File: src/rtl/i2c_byte_master.sv
// I2C write-only byte master: drains a 9-bit FIFO (bit 8 = last-of-transaction)
// and emits START / bytes with ACK check / STOP on open-drain SCL/SDA.
module i2c_byte_master #(
    parameter int CLK_HZ = 12000000,
    parameter int I2C_HZ = 400000
) (
    input  logic       clk,
    input  logic       resetn,
    input  logic [8:0] fifo_dout,
    input  logic       fifo_empty,
    output logic       fifo_pop,
    output logic       scl_oe,
    output logic       sda_oe,
    input  logic       sda_in,
    output logic       busy,
    output logic       nack
);
    localparam int QRAW = CLK_HZ / (4 * I2C_HZ);
    localparam int QDIV = (QRAW < 1) ? 1 : QRAW;
    localparam int QW   = (QDIV > 1) ? $clog2(QDIV) : 1;

    typedef enum logic [2:0] {
        S_IDLE, S_START, S_DATA, S_ACK, S_NEXT, S_FLUSH, S_STOP, S_BUSFREE
    } state_t;

    state_t        state_q;
    logic [QW-1:0] qcnt_q;
    logic [1:0]    ph_q;
    logic [2:0]    bit_q;
    logic [7:0]    sh_q;
    logic          last_q, ack_q;
    logic          scl_q, sda_q, busy_q, nack_q;
    logic          tick, pop_d;

    assign tick = busy_q && (qcnt_q == QW'(QDIV - 1));

    // Pop is combinational so the FIFO advances on the same edge the head is latched.
    assign pop_d = resetn && !fifo_empty &&
                   ((state_q == S_IDLE) ||
                    (tick && (state_q == S_NEXT || state_q == S_FLUSH)));

    assign fifo_pop = pop_d;
    assign scl_oe   = scl_q;
    assign sda_oe   = sda_q;
    assign busy     = busy_q;
    assign nack     = nack_q;

    // Line registers always hold the levels of the quarter currently in progress;
    // each tick advances the phase and loads the next quarter's levels.
    always_ff @(posedge clk) begin
        if (!resetn) begin
            state_q <= S_IDLE;
            qcnt_q  <= '0;
            ph_q    <= 2'd0;
            bit_q   <= 3'd0;
            sh_q    <= 8'h00;
            last_q  <= 1'b0;
            ack_q   <= 1'b0;
            scl_q   <= 1'b0;
            sda_q   <= 1'b0;
            busy_q  <= 1'b0;
            nack_q  <= 1'b0;
        end else begin
            nack_q <= 1'b0;
            if (busy_q) qcnt_q <= tick ? '0 : qcnt_q + 1'b1;
            else        qcnt_q <= '0;

            case (state_q)
                S_IDLE: if (pop_d) begin
                    sh_q    <= fifo_dout[7:0];
                    last_q  <= fifo_dout[8];
                    busy_q  <= 1'b1;
                    ph_q    <= 2'd0;
                    scl_q   <= 1'b0;
                    sda_q   <= 1'b0;
                    state_q <= S_START;
                end
                S_START: if (tick) begin
                    ph_q <= ph_q + 2'd1;
                    case (ph_q)
                        2'd0:    sda_q <= 1'b1;
                        2'd2:    scl_q <= 1'b1;
                        2'd3: begin
                            bit_q   <= 3'd7;
                            sda_q   <= ~sh_q[7];
                            state_q <= S_DATA;
                        end
                        default: ;
                    endcase
                end
                S_DATA: if (tick) begin
                    ph_q <= ph_q + 2'd1;
                    case (ph_q)
                        2'd0:    scl_q <= 1'b0;
                        2'd2:    scl_q <= 1'b1;
                        2'd3: begin
                            if (bit_q == 3'd0) begin
                                sda_q   <= 1'b0;
                                state_q <= S_ACK;
                            end else begin
                                bit_q <= bit_q - 3'd1;
                                sh_q  <= {sh_q[6:0], 1'b0};
                                sda_q <= ~sh_q[6];
                            end
                        end
                        default: ;
                    endcase
                end
                S_ACK: if (tick) begin
                    ph_q <= ph_q + 2'd1;
                    case (ph_q)
                        2'd0: scl_q <= 1'b0;
                        2'd2: begin
                            ack_q <= sda_in;
                            scl_q <= 1'b1;
                        end
                        2'd3: begin
                            // SCL stays low; SDA pulled low for STOP Q0 / NEXT / FLUSH alike.
                            sda_q  <= 1'b1;
                            nack_q <= ack_q;
                            if (ack_q && !last_q)   state_q <= S_FLUSH;
                            else if (ack_q || last_q) state_q <= S_STOP;
                            else                    state_q <= S_NEXT;
                        end
                        default: ;
                    endcase
                end
                S_NEXT: if (pop_d) begin
                    sh_q    <= fifo_dout[7:0];
                    last_q  <= fifo_dout[8];
                    bit_q   <= 3'd7;
                    ph_q    <= 2'd0;
                    sda_q   <= ~fifo_dout[7];
                    state_q <= S_DATA;
                end
                S_FLUSH: if (pop_d && fifo_dout[8]) begin
                    ph_q    <= 2'd0;
                    state_q <= S_STOP;
                end
                S_STOP: if (tick) begin
                    ph_q <= ph_q + 2'd1;
                    case (ph_q)
                        2'd0:    scl_q <= 1'b0;
                        2'd2:    sda_q <= 1'b0;
                        2'd3:    state_q <= S_BUSFREE;
                        default: ;
                    endcase
                end
                S_BUSFREE: if (tick) begin
                    ph_q <= ph_q + 2'd1;
                    if (ph_q == 2'd3) begin
                        busy_q  <= 1'b0;
                        state_q <= S_IDLE;
                    end
                end
                default: state_q <= S_IDLE;
            endcase
        end
    end
endmodule

File: config.mk
export PLATFORM = sky130hd
export DESIGN_NAME = i2c_byte_master
export DESIGN_NICKNAME = d
export VERILOG_FILES = /design/src/rtl/i2c_byte_master.sv
export SDC_FILE = /design/constraint.sdc
export NUM_CORES = 1
export LEC_CHECK = 0
export CORE_UTILIZATION = 60
export CTS_CLUSTER_DIAMETER = 80
export CTS_CLUSTER_SIZE = 16
export DETAILED_ROUTE_END_ITERATION = 10
export PLACE_DENSITY = 0.95
export SLEW_MARGIN = 40
export SYNTH_ARGS = -nofsm -noshare
export SYNTH_HDL_FRONTEND = slang
export SYNTH_SLANG_ARGS = --single-unit
File: constraint.sdc
create_clock -name clk -period 3.4 [get_ports clk]
set_input_delay 0.68 -clock clk [delete_from_list [all_inputs] [get_ports clk]]
set_output_delay 0.68 -clock clk [all_outputs]
set_load 0.005 [all_outputs]
==> results.sh <==
export IMPL_start_kind="flop"
export IMPL_cts_buffer_depth=2
export IMPL_timing_slew_headroom_pct=50.8
export IMPL_io_pins=18
export IMPL_route_detailed_drc=0
export IMPL_setup_tns_ps=0
export IMPL_numCtsBuffers=3
export IMPL_avgSynthCellArea_um2=7.93
export IMPL_ir_drop_mv=0.359
export IMPL_vias=1498
export IMPL_ys_dominant_reg_cell="dfxtp_1"
export IMPL_min_from="qcnt_q[0]"
export IMPL_crit_fanout=17
export IMPL_antenna_cells=0
export IMPL_io_buffers=17
export IMPL_routed_wl_mm=3.81
export IMPL_layout_setup_ws_ps=461
export IMPL_grt_start_max_net_pins=31
export IMPL_ys_top_cells_by_count="dfxtp_1 (25), nor2_1 (23), nand2_1 (21)"
export IMPL_ys_ff_latch=25
export IMPL_core_mm2=0.00248
export IMPL_drive_gt1_share_pct=8.61
export IMPL_p_leak_nw=0.658
export IMPL_synth_simple_gate_area_share_pct=26.3
export IMPL_place_ws_ps=618
export IMPL_fp_dieH_um=53.3
export IMPL_dieArea_mm2=0.00284
export IMPL_grt_usage_pct=30.1
export IMPL_slew_viol_final=0
export IMPL_cp_end_kind="primary output"
export IMPL_ant_nets=0
export IMPL_synthAdderAreaFrac_pct=5.55
export IMPL_tightest_slew_ps=735
export IMPL_path_buf_inv=1
export IMPL_rsz0062_at_grt="no"
export IMPL_synth_edf_count=0
export IMPL_ys_top_cells_by_area="dfxtp_1 (32%), ha_1 (5.6%), nor2_1 (5.5%)"
export IMPL_chipWidth_um=53.3
export IMPL_min_period_ps=2940
export IMPL_reg2reg_from="state_q[2]"
export IMPL_drt_initial_drc_count=53
export IMPL_cts_tree="done"
export IMPL_crit_required_ps=2720
export IMPL_start_util_pct=63.7
export IMPL_grt_pass1_vias=1400
export IMPL_cts_root_buf="clkbuf_4"
export IMPL_crit_path_top_delay_cell="dfxtp_1"
export IMPL_clk_latency_ps=330
export IMPL_crit_arrival_ps=2260
export IMPL_clkSlewWorstSetupHoldPaths_ps=150
export IMPL_cts_hold_buf=0
export IMPL_synth_most_common_cell="dfxtp_1"
export IMPL_synth_xor_area_share_pct=0.555
export IMPL_grt_antenna_before_repair=0
export IMPL_max_freq_ghz=0.340
export IMPL_post_cts_buffers=0
export IMPL_synth_seq_area_share_pct=31.7
export IMPL_synth_top_area_share_pct=31.7
export IMPL_rows=18
export IMPL_ys_async_sr_fraction_pct=0
export IMPL_cts_max_level=1
export IMPL_layout_nets=230
export IMPL_synth_area_leader_cell="dfxtp_1"
export IMPL_synth_compound_area_share_pct=25.8
export IMPL_whs_ps=462
export IMPL_cp_top_family="simple AND/OR/NAND/NOR gates"
export IMPL_viasPerCell=6.27
export IMPL_hpwlAfterDp_mm=2.65
export IMPL_gr_total_overflow=0
export IMPL_cp_slowest_stage_delay_ps=700
export IMPL_synth_nets=219
export IMPL_totalPowerFinal_mw=0.846
export IMPL_clock_sinks=25
export IMPL_routedWlPerCell_um=15.9
export IMPL_yosysUniqueCellTypes=48
export IMPL_syn_cell_area_mm2=0.00158
export IMPL_area_delta_synth_final_pct=11.6
export IMPL_power_density_mw_per_mm2=481
export IMPL_ys_warn_count=0
export IMPL_crit_path_start="state_q[2]"
export IMPL_worst_clock_skew_ps=2.31
export IMPL_fin_crit_sh_pct=86.4
export IMPL_finalHoldViolCount=0
export IMPL_synthCells=199
export IMPL_status="finished clean"
export IMPL_grt_pass1_wl_mm=6.13
export IMPL_path_cells="nor2b_1 -> nor2_1 -> and3_1 -> clkdlybuf4s50_1"
export IMPL_worst_hold_path_type="flop to flop"
export IMPL_synth_area_mux_share_pct=3.25
export IMPL_path_class="flop to primary output"
export IMPL_first_pass_iters=4
export IMPL_place_congestion=0.852
export IMPL_synth_top_family_by_area="simple AND/OR/NAND/NOR gates"
export IMPL_maxCapViolCount=0
export IMPL_setup_viol=0
export IMPL_ctsResizeCount=0
registers in the layout, summed over array words and instances, names as in the netlist:
signal   cells
busy         1
sda_oe       1
bit_q        3
nack         1
state_q      3
sh_q         8
last_q       1
scl_oe       1
ph_q         2
qcnt_q       3
ack_q        1
kinds of logic (layout without fill, tap and decap cells):
logic type	Yosys count	count (layout)
and+or+nand+nor	82	82
buffers and inverters	22	32
AOI/OAI and AO/OA	57	57
xor gates and xnor gates	1	1
DFF	25	25
adders and majority gates	7	7
muxes	5	5
placed cells by master, fill, tap and decap left out, types with 2 or more instances in the layout:
| cell | Yosys | routed |
|---|---|---|
| a311oi_1 | 6 | 6 |
| clkbuf_4 | 0 | 3 |
| nor2b_1 | 5 | 5 |
| buf_4 | 1 | 3 |
| a31oi_1 | 3 | 3 |
| and3_1 | 3 | 3 |
| nand4_1 | 4 | 4 |
| nand3_1 | 4 | 4 |
| a311oi_2 | 2 | 2 |
| inv_1 | 8 | 8 |
| clkdlybuf4s50_1 | 0 | 17 |
| or2_2 | 2 | 2 |
| ha_1 | 7 | 7 |
| a22oi_1 | 2 | 2 |
| a2bb2oi_1 | 3 | 3 |
| nand2b_1 | 5 | 5 |
| mux2i_1 | 4 | 4 |
| or3_1 | 4 | 4 |
| o21ai_0 | 16 | 16 |
| nor3_1 | 3 | 3 |
| a21oi_1 | 10 | 10 |
| and2_1 | 2 | 2 |
| dfxtp_1 | 25 | 25 |
| nor2_1 | 23 | 23 |
| o221ai_1 | 2 | 2 |
| nand2_1 | 21 | 21 |
where the power goes:
group,switching (mW),internal [mW]
logic,0.213,0.145
registers,0.0181,0.325
clock network,0.0996,0.0451
metrics by stage:
stage	cells	area [um^2]	utilization [%]
after CTS	239	1760	71.1
after floorplan	199	1580	-
after detailed placement	235	1730	69.8
after global placement	235	1730	69.8
after global routing	239	1760	71.1
final	239	1760	71.1
layer usage:
layer	track usage (%)	routed length, um	vias up
met5	0	0	-
met4	13.6	60	0
met3	6.90	320	6
met2	50.8	1820	73
met1	35.5	1610	684
li1	-	-	735
cell type report:
cell class	count	area, um^2
timing repair buffer	20	193
tap	30	37.5
inverter	8	30.0
clock inverter	1	7.51
sequential	25	500
clock buffer	3	22.5
fill	189	717
multi-input combinational	152	970
path summary, 6_finish.rpt:
check | end | slack (ps) | cells after the start
min | qcnt_q[0] | 460 | 1
min reg2reg | qcnt_q[0] | 460 | 1
max reg2reg | state_q[0] | 1320 | 5
max | fifo_pop | 460 | 4
Note: power is estimated with default switching activity, not from simulation.
